===== src/rtl/sw_step_conditioner.sv =====
`timescale 1ns/1ps
// Button/direction input conditioner: 2-flop synchronisers, debouncers, and a
// press/hold/auto-repeat FSM producing one-clock step pulses for the display counter.
module sw_step_conditioner #(
  parameter int unsigned DEBOUNCE_CYCLES = 500000,
  parameter bit          REPEAT_EN       = 1'b1,
  parameter int unsigned HOLD_CYCLES     = 25000000,
  parameter int unsigned REPEAT_CYCLES   = 10000000
) (
  input  logic clock,
  input  logic reset_n,
  input  logic btn_raw,
  input  logic dir_raw,
  output logic step_pulse,
  output logic dir,
  output logic btn_level
);

  localparam int unsigned CNT_W   = $clog2(DEBOUNCE_CYCLES + 1);
  localparam int unsigned TMR_MAX = (HOLD_CYCLES > REPEAT_CYCLES) ? HOLD_CYCLES : REPEAT_CYCLES;
  localparam int unsigned TMR_W   = $clog2(TMR_MAX + 1);

  localparam logic [CNT_W-1:0] DB_LAST   = CNT_W'(DEBOUNCE_CYCLES - 1);
  localparam logic [CNT_W-1:0] DB_FULL   = CNT_W'(DEBOUNCE_CYCLES);
  localparam logic [TMR_W-1:0] HOLD_LAST = TMR_W'(HOLD_CYCLES - 1);
  localparam logic [TMR_W-1:0] REP_LAST  = TMR_W'(REPEAT_CYCLES - 1);

  localparam logic [1:0] ST_IDLE   = 2'd0;
  localparam logic [1:0] ST_HOLD   = 2'd1;
  localparam logic [1:0] ST_REPEAT = 2'd2;

  logic             btn_s1_q, btn_s2_q, dir_s1_q, dir_s2_q;
  logic [CNT_W-1:0] btn_cnt_q, btn_cnt_d, dir_cnt_q, dir_cnt_d;
  logic             btn_stable_q, btn_stable_d, dir_q, dir_d;
  logic [1:0]       state_q, state_d;
  logic [TMR_W-1:0] timer_q, timer_d;
  logic             step_pulse_q, step_pulse_d;

  // Button debounce; the stable value flips on the clock the run length completes.
  always_comb begin
    btn_cnt_d    = btn_cnt_q;
    btn_stable_d = btn_stable_q;
    if (btn_s2_q == btn_stable_q) begin
      btn_cnt_d = '0;
    end else if (btn_cnt_q >= DB_LAST) begin
      btn_stable_d = ~btn_stable_q;
      btn_cnt_d    = '0;
    end else begin
      btn_cnt_d = btn_cnt_q + CNT_W'(1);
    end
  end

  // Press/hold/repeat FSM; acts on the next stable level so release beats expiry.
  always_comb begin
    state_d      = state_q;
    timer_d      = timer_q;
    step_pulse_d = 1'b0;
    case (state_q)
      ST_IDLE: begin
        if (btn_stable_d && !btn_stable_q) begin
          step_pulse_d = 1'b1;
          timer_d      = '0;
          state_d      = ST_HOLD;
        end
      end
      ST_HOLD: begin
        if (!btn_stable_d) begin
          timer_d = '0;
          state_d = ST_IDLE;
        end else if (REPEAT_EN) begin
          if (timer_q == HOLD_LAST) begin
            step_pulse_d = 1'b1;
            timer_d      = '0;
            state_d      = ST_REPEAT;
          end else begin
            timer_d = timer_q + TMR_W'(1);
          end
        end
      end
      ST_REPEAT: begin
        if (!btn_stable_d) begin
          timer_d = '0;
          state_d = ST_IDLE;
        end else if (timer_q == REP_LAST) begin
          step_pulse_d = 1'b1;
          timer_d      = '0;
        end else begin
          timer_d = timer_q + TMR_W'(1);
        end
      end
      default: begin
        timer_d = '0;
        state_d = ST_IDLE;
      end
    endcase
  end

  // Direction debounce; a completion colliding with a pulse saturates and lands a clock later.
  always_comb begin
    dir_cnt_d = dir_cnt_q;
    dir_d     = dir_q;
    if (dir_s2_q == dir_q) begin
      dir_cnt_d = '0;
    end else if (dir_cnt_q >= DB_LAST) begin
      if (step_pulse_d) begin
        dir_cnt_d = DB_FULL;
      end else begin
        dir_d     = ~dir_q;
        dir_cnt_d = '0;
      end
    end else begin
      dir_cnt_d = dir_cnt_q + CNT_W'(1);
    end
  end

  always_ff @(posedge clock or negedge reset_n) begin
    if (!reset_n) begin
      btn_s1_q     <= 1'b0;
      btn_s2_q     <= 1'b0;
      dir_s1_q     <= 1'b0;
      dir_s2_q     <= 1'b0;
      btn_cnt_q    <= '0;
      btn_stable_q <= 1'b0;
      dir_cnt_q    <= '0;
      dir_q        <= 1'b0;
      state_q      <= ST_IDLE;
      timer_q      <= '0;
      step_pulse_q <= 1'b0;
    end else begin
      btn_s1_q     <= btn_raw;
      btn_s2_q     <= btn_s1_q;
      dir_s1_q     <= dir_raw;
      dir_s2_q     <= dir_s1_q;
      btn_cnt_q    <= btn_cnt_d;
      btn_stable_q <= btn_stable_d;
      dir_cnt_q    <= dir_cnt_d;
      dir_q        <= dir_d;
      state_q      <= state_d;
      timer_q      <= timer_d;
      step_pulse_q <= step_pulse_d;
    end
  end

  assign step_pulse = step_pulse_q;
  assign dir        = dir_q;
  assign btn_level  = btn_stable_q;

endmodule


===== config.mk =====
export PLATFORM = sky130hd
export DESIGN_NAME = sw_step_conditioner
export DESIGN_NICKNAME = d
export VERILOG_FILES = /design/src/rtl/sw_step_conditioner.sv
export SDC_FILE = /design/constraint.sdc
export NUM_CORES = 1
export LEC_CHECK = 0
export CAP_MARGIN = 10
export CORE_AREA = 2 2 88 90
export DETAILED_ROUTE_END_ITERATION = 12
export DIE_AREA = 0 0 90 92
export GPL_TIMING_DRIVEN = 0
export PLACE_DENSITY_LB_ADDON = 0.12
export SLEW_MARGIN = 20
export SYNTH_ARGS = -nofsm -noshare
export SYNTH_HDL_FRONTEND = slang
export SYNTH_SLANG_ARGS = --single-unit

===== constraint.sdc =====
create_clock -name clock -period 3.33 [get_ports clock]
set_clock_uncertainty 0.15 [all_clocks]
set_input_delay 0.4995 -clock clock [delete_from_list [all_inputs] [get_ports clock]]
set_output_delay 0.4995 -clock clock [all_outputs]
set_load 0.05 [all_outputs]

==> metrics.cfg <==
[layout]
syn_to_final_growth_pct = 9.410
final_area_mm2 = 0.004292
n_antenna_cell = 0
final_cell_mix = dfrtp_1 (72), nor2_1 (46), nand2_1 (36)
final_common_cell = dfrtp_1
final_nets = 449
post_route_cells_drive_above_1_share = 0.07692
post-route-util = 0.5763

[detailed_routing]
routed_via_density = 5.814
initialDrtViolationCount = 147
dr_total_vias = 3163
ant_nets = 0
drcViolationCount = 0
drt-wirelength-per-cell_um = 15.21
dr.pass1.iters = 4
wirelength_mm = 8.273

[placed_design]
gp_congestion = 0.8538
dp_hpwl_mm = 5.769
dpl_cell_area_mm2 = 0.004128
portBuffers = 6

[die]
core_area_mm2 = 0.007447
rows = 32
io_pins = 7
die_w_um = 90
die_h_um = 92
dieArea_mm2 = 0.008280
initial_core_util = 0.5267

[yosys]
synth_fp_nets = 430
ys_seq_area_frac = 0.4593
synth_area_mm2 = 0.003923
syn_inst = 419
synth-seq-cells = 72
synth_area_per_cell_um2 = 9.362
ys_types = 56
ys_warn_count = 0

[worst_setup_path]
reg2reg_from = btn_cnt_q[0]$_DFF_PN0_
path_delay_family = compound AO/OA/AOI/OAI gates
crit_fanout = 10
worst-path-buf-inv = 2
slowest_stage = a221oi_2
r2r_slack_ps = 570
cp_slowest_stage_delay_ps = 520
worstPathArrival_ps = 2860
reg2reg_depth = 8
critPathLaunch = btn_cnt_q[0]$_DFF_PN0_
crit_chain = ha_1 > nand4_1 > o211ai_2 > a221oi_2 > buf_2 > buf_1 > a21oi_1 > o21ai_0
critPathKind = reg -> reg
path_depth = 8
required_ps = 3430
critPathCaptureType = flop
start_kind = flop
rr_endpoint = timer_q[11]$_DFFE_PN0P_

[clock_tree]
clk_pin_slew_worst_paths_ps = 70
cts-root-buf = clkbuf_8
h-tree-depth = 3
clock_latency_ps = 350
cts_setup_buffers = 0
cts_tree = done
cts_buffer_depth = 2
numCtsBuffers = 9
hold_buffers = 1
cts-resized-gates = 0
numClockSinks = 72

[sta]
drv_slew = 0
period_share = 0.8280
min_period_ps = 2757
tightest_slew_ps = 825.9
max_slew_margin = 0.4451
finalHoldViolCount = 0
rsz0062_at_grt = no
setup_viol = 0
whs_ps = 200.4
max_freq_ghz = 0.3627

[worst_hold_path]
hp-class = reg -> reg
holdPathEnd = dir_s2_q$_DFF_PN0_
min_from = dir_s1_q$_DFF_PN0_
whs_path_depth = 0

[global_route]
grt_pass1_wl_mm = 14.62
grt_overflow = 0
grt_pass1_vias = 2989
groute.usage.overall = 0.2181
grt_max_degree = 38
gr-usage-met2 = 0.3540
antenna_found_initial = 0
top_usage_layer = met2
grtUsageMet1 = 0.3013
grt_util_met3 = 0.04108

[status]
status = complete, no violations

[pwr]
p_per_area_mw_per_mm2 = 352.4
power.leakage_nw = 1.798
ir_drop_mv = 0.2152

[job]
max-cap-violations = 0

==> through the flow <==
stage               setup TNS, ps   power, W  setup WS (ps)  instances
CTS                             0   0.001532          585.2        544
finish                          0   0.001513          572.6        544
global route                    0   0.001575          318.6        544
detailed placement              0  0.0009528          587.5        528
global placement           -68960  0.0009491         -961.0        527
floorplan                       0  0.0009218          950.1        419
==> cell usage after synthesis, drive strengths merged <==
cell type   n  area share
inv        25       0.024
o221a       1      0.0029
o22ai       2      0.0032
nand2b      1      0.0016
o32ai       1      0.0022
nor3b       2      0.0038
or3         3      0.0048
o21bai      1      0.0019
o21a        2      0.0038
nand4      15       0.026
nor4b       2      0.0061
nor4bb      3      0.0077
dfrtp      72        0.46
and3       18       0.029
o221ai      1      0.0038
xnor2      16       0.036
nor3        9       0.016
mux2        1      0.0029
and2        4      0.0064
o21ai      23       0.029
a22o        4      0.0089
o2bb2ai     3      0.0067
and4        5       0.011
or4         9       0.017
a32o        1      0.0029
o211ai      1      0.0032
a211oi      8       0.022
nor2       48       0.047
a21o        1      0.0019
and4b       2      0.0051
o41ai       2      0.0045
nor2b       3      0.0048
a311oi      1      0.0038
nand2      36       0.034
a21oi      23       0.029
mux2i       4       0.010
a31oi       3      0.0048
ha          7       0.022
nand4b      1      0.0022
nor4        4      0.0064
clkbuf      4      0.0038
xor2       15       0.033
nand3      26       0.033
a221oi      1      0.0038
buf         5      0.0077
==> report_power, final <==
group | leakage [nW] | switching (W) | internal, W
registers | 0.992 | 0.00000751 | 0.000882
logic | 0.727 | 0.0000312 | 0.0000137
clock network | 0.0789 | 0.000315 | 0.000263
==> state kept, by name, summed over array words and instances, names as in the netlist, 2 cells and up <==
name	cells
state_q	2
dir_cnt_q	19
btn_cnt_q	19
timer_q	25
==> worst register-to-register path: stages (launching register included) <==
cell and delay [ps]:
dfrtp_1 420, ha_1 270, nand4_1 130, o211ai_2 160, a221oi_2 520, buf_2 350, buf_1 420, a21oi_1 70
o21ai_0 180
==> area by class of cell <==
| cell class | instances | area (um^2) |
|---|---|---|
| Tap cell | 102 | 127.6 |
| Timing Repair Buffer | 8 | 87.58 |
| Fill cell | 704 | 3156 |
| Sequential cell | 72 | 1802 |
| Clock buffer | 11 | 131.4 |
| Buffer | 9 | 45.04 |
| Multi-Input combinational cell | 313 | 1982 |
| Clock inverter | 4 | 22.52 |
| Inverter | 25 | 93.84 |
==> routing by layer <==
metal  wire [um]  vias up  part of all wire
met5           0        -                 0
met4         110        0             0.013
met3         270       11             0.033
met2        3913       61              0.47
met1        3979     1543              0.48
li1            -     1548                 -
==> cells by family after synthesis <==
kind of cell / after synthesis / synth area share
simple gates: 191 / 0.2619
compound gates: 79 / 0.1388
flops: 72 / 0.4593
buf+inv: 34 / 0.03540
xor+xnor: 31 / 0.06922
fa+ha+maj: 7 / 0.02233
mux: 5 / 0.01308
==> how the worst max path moves through the flow <==
stage                               to  slack, ps
3_3_place_gp   timer_q[15]$_DFFE_PN0P_       -960
5_1_grt        timer_q[11]$_DFFE_PN0P_        320
6_report       timer_q[11]$_DFFE_PN0P_        570
2_1_floorplan          dir$_DFFE_PN0P_        950
4_1_cts        timer_q[11]$_DFFE_PN0P_        590
3_5_place_dp   timer_q[11]$_DFFE_PN0P_        590
(Power assumes the default switching activity.)
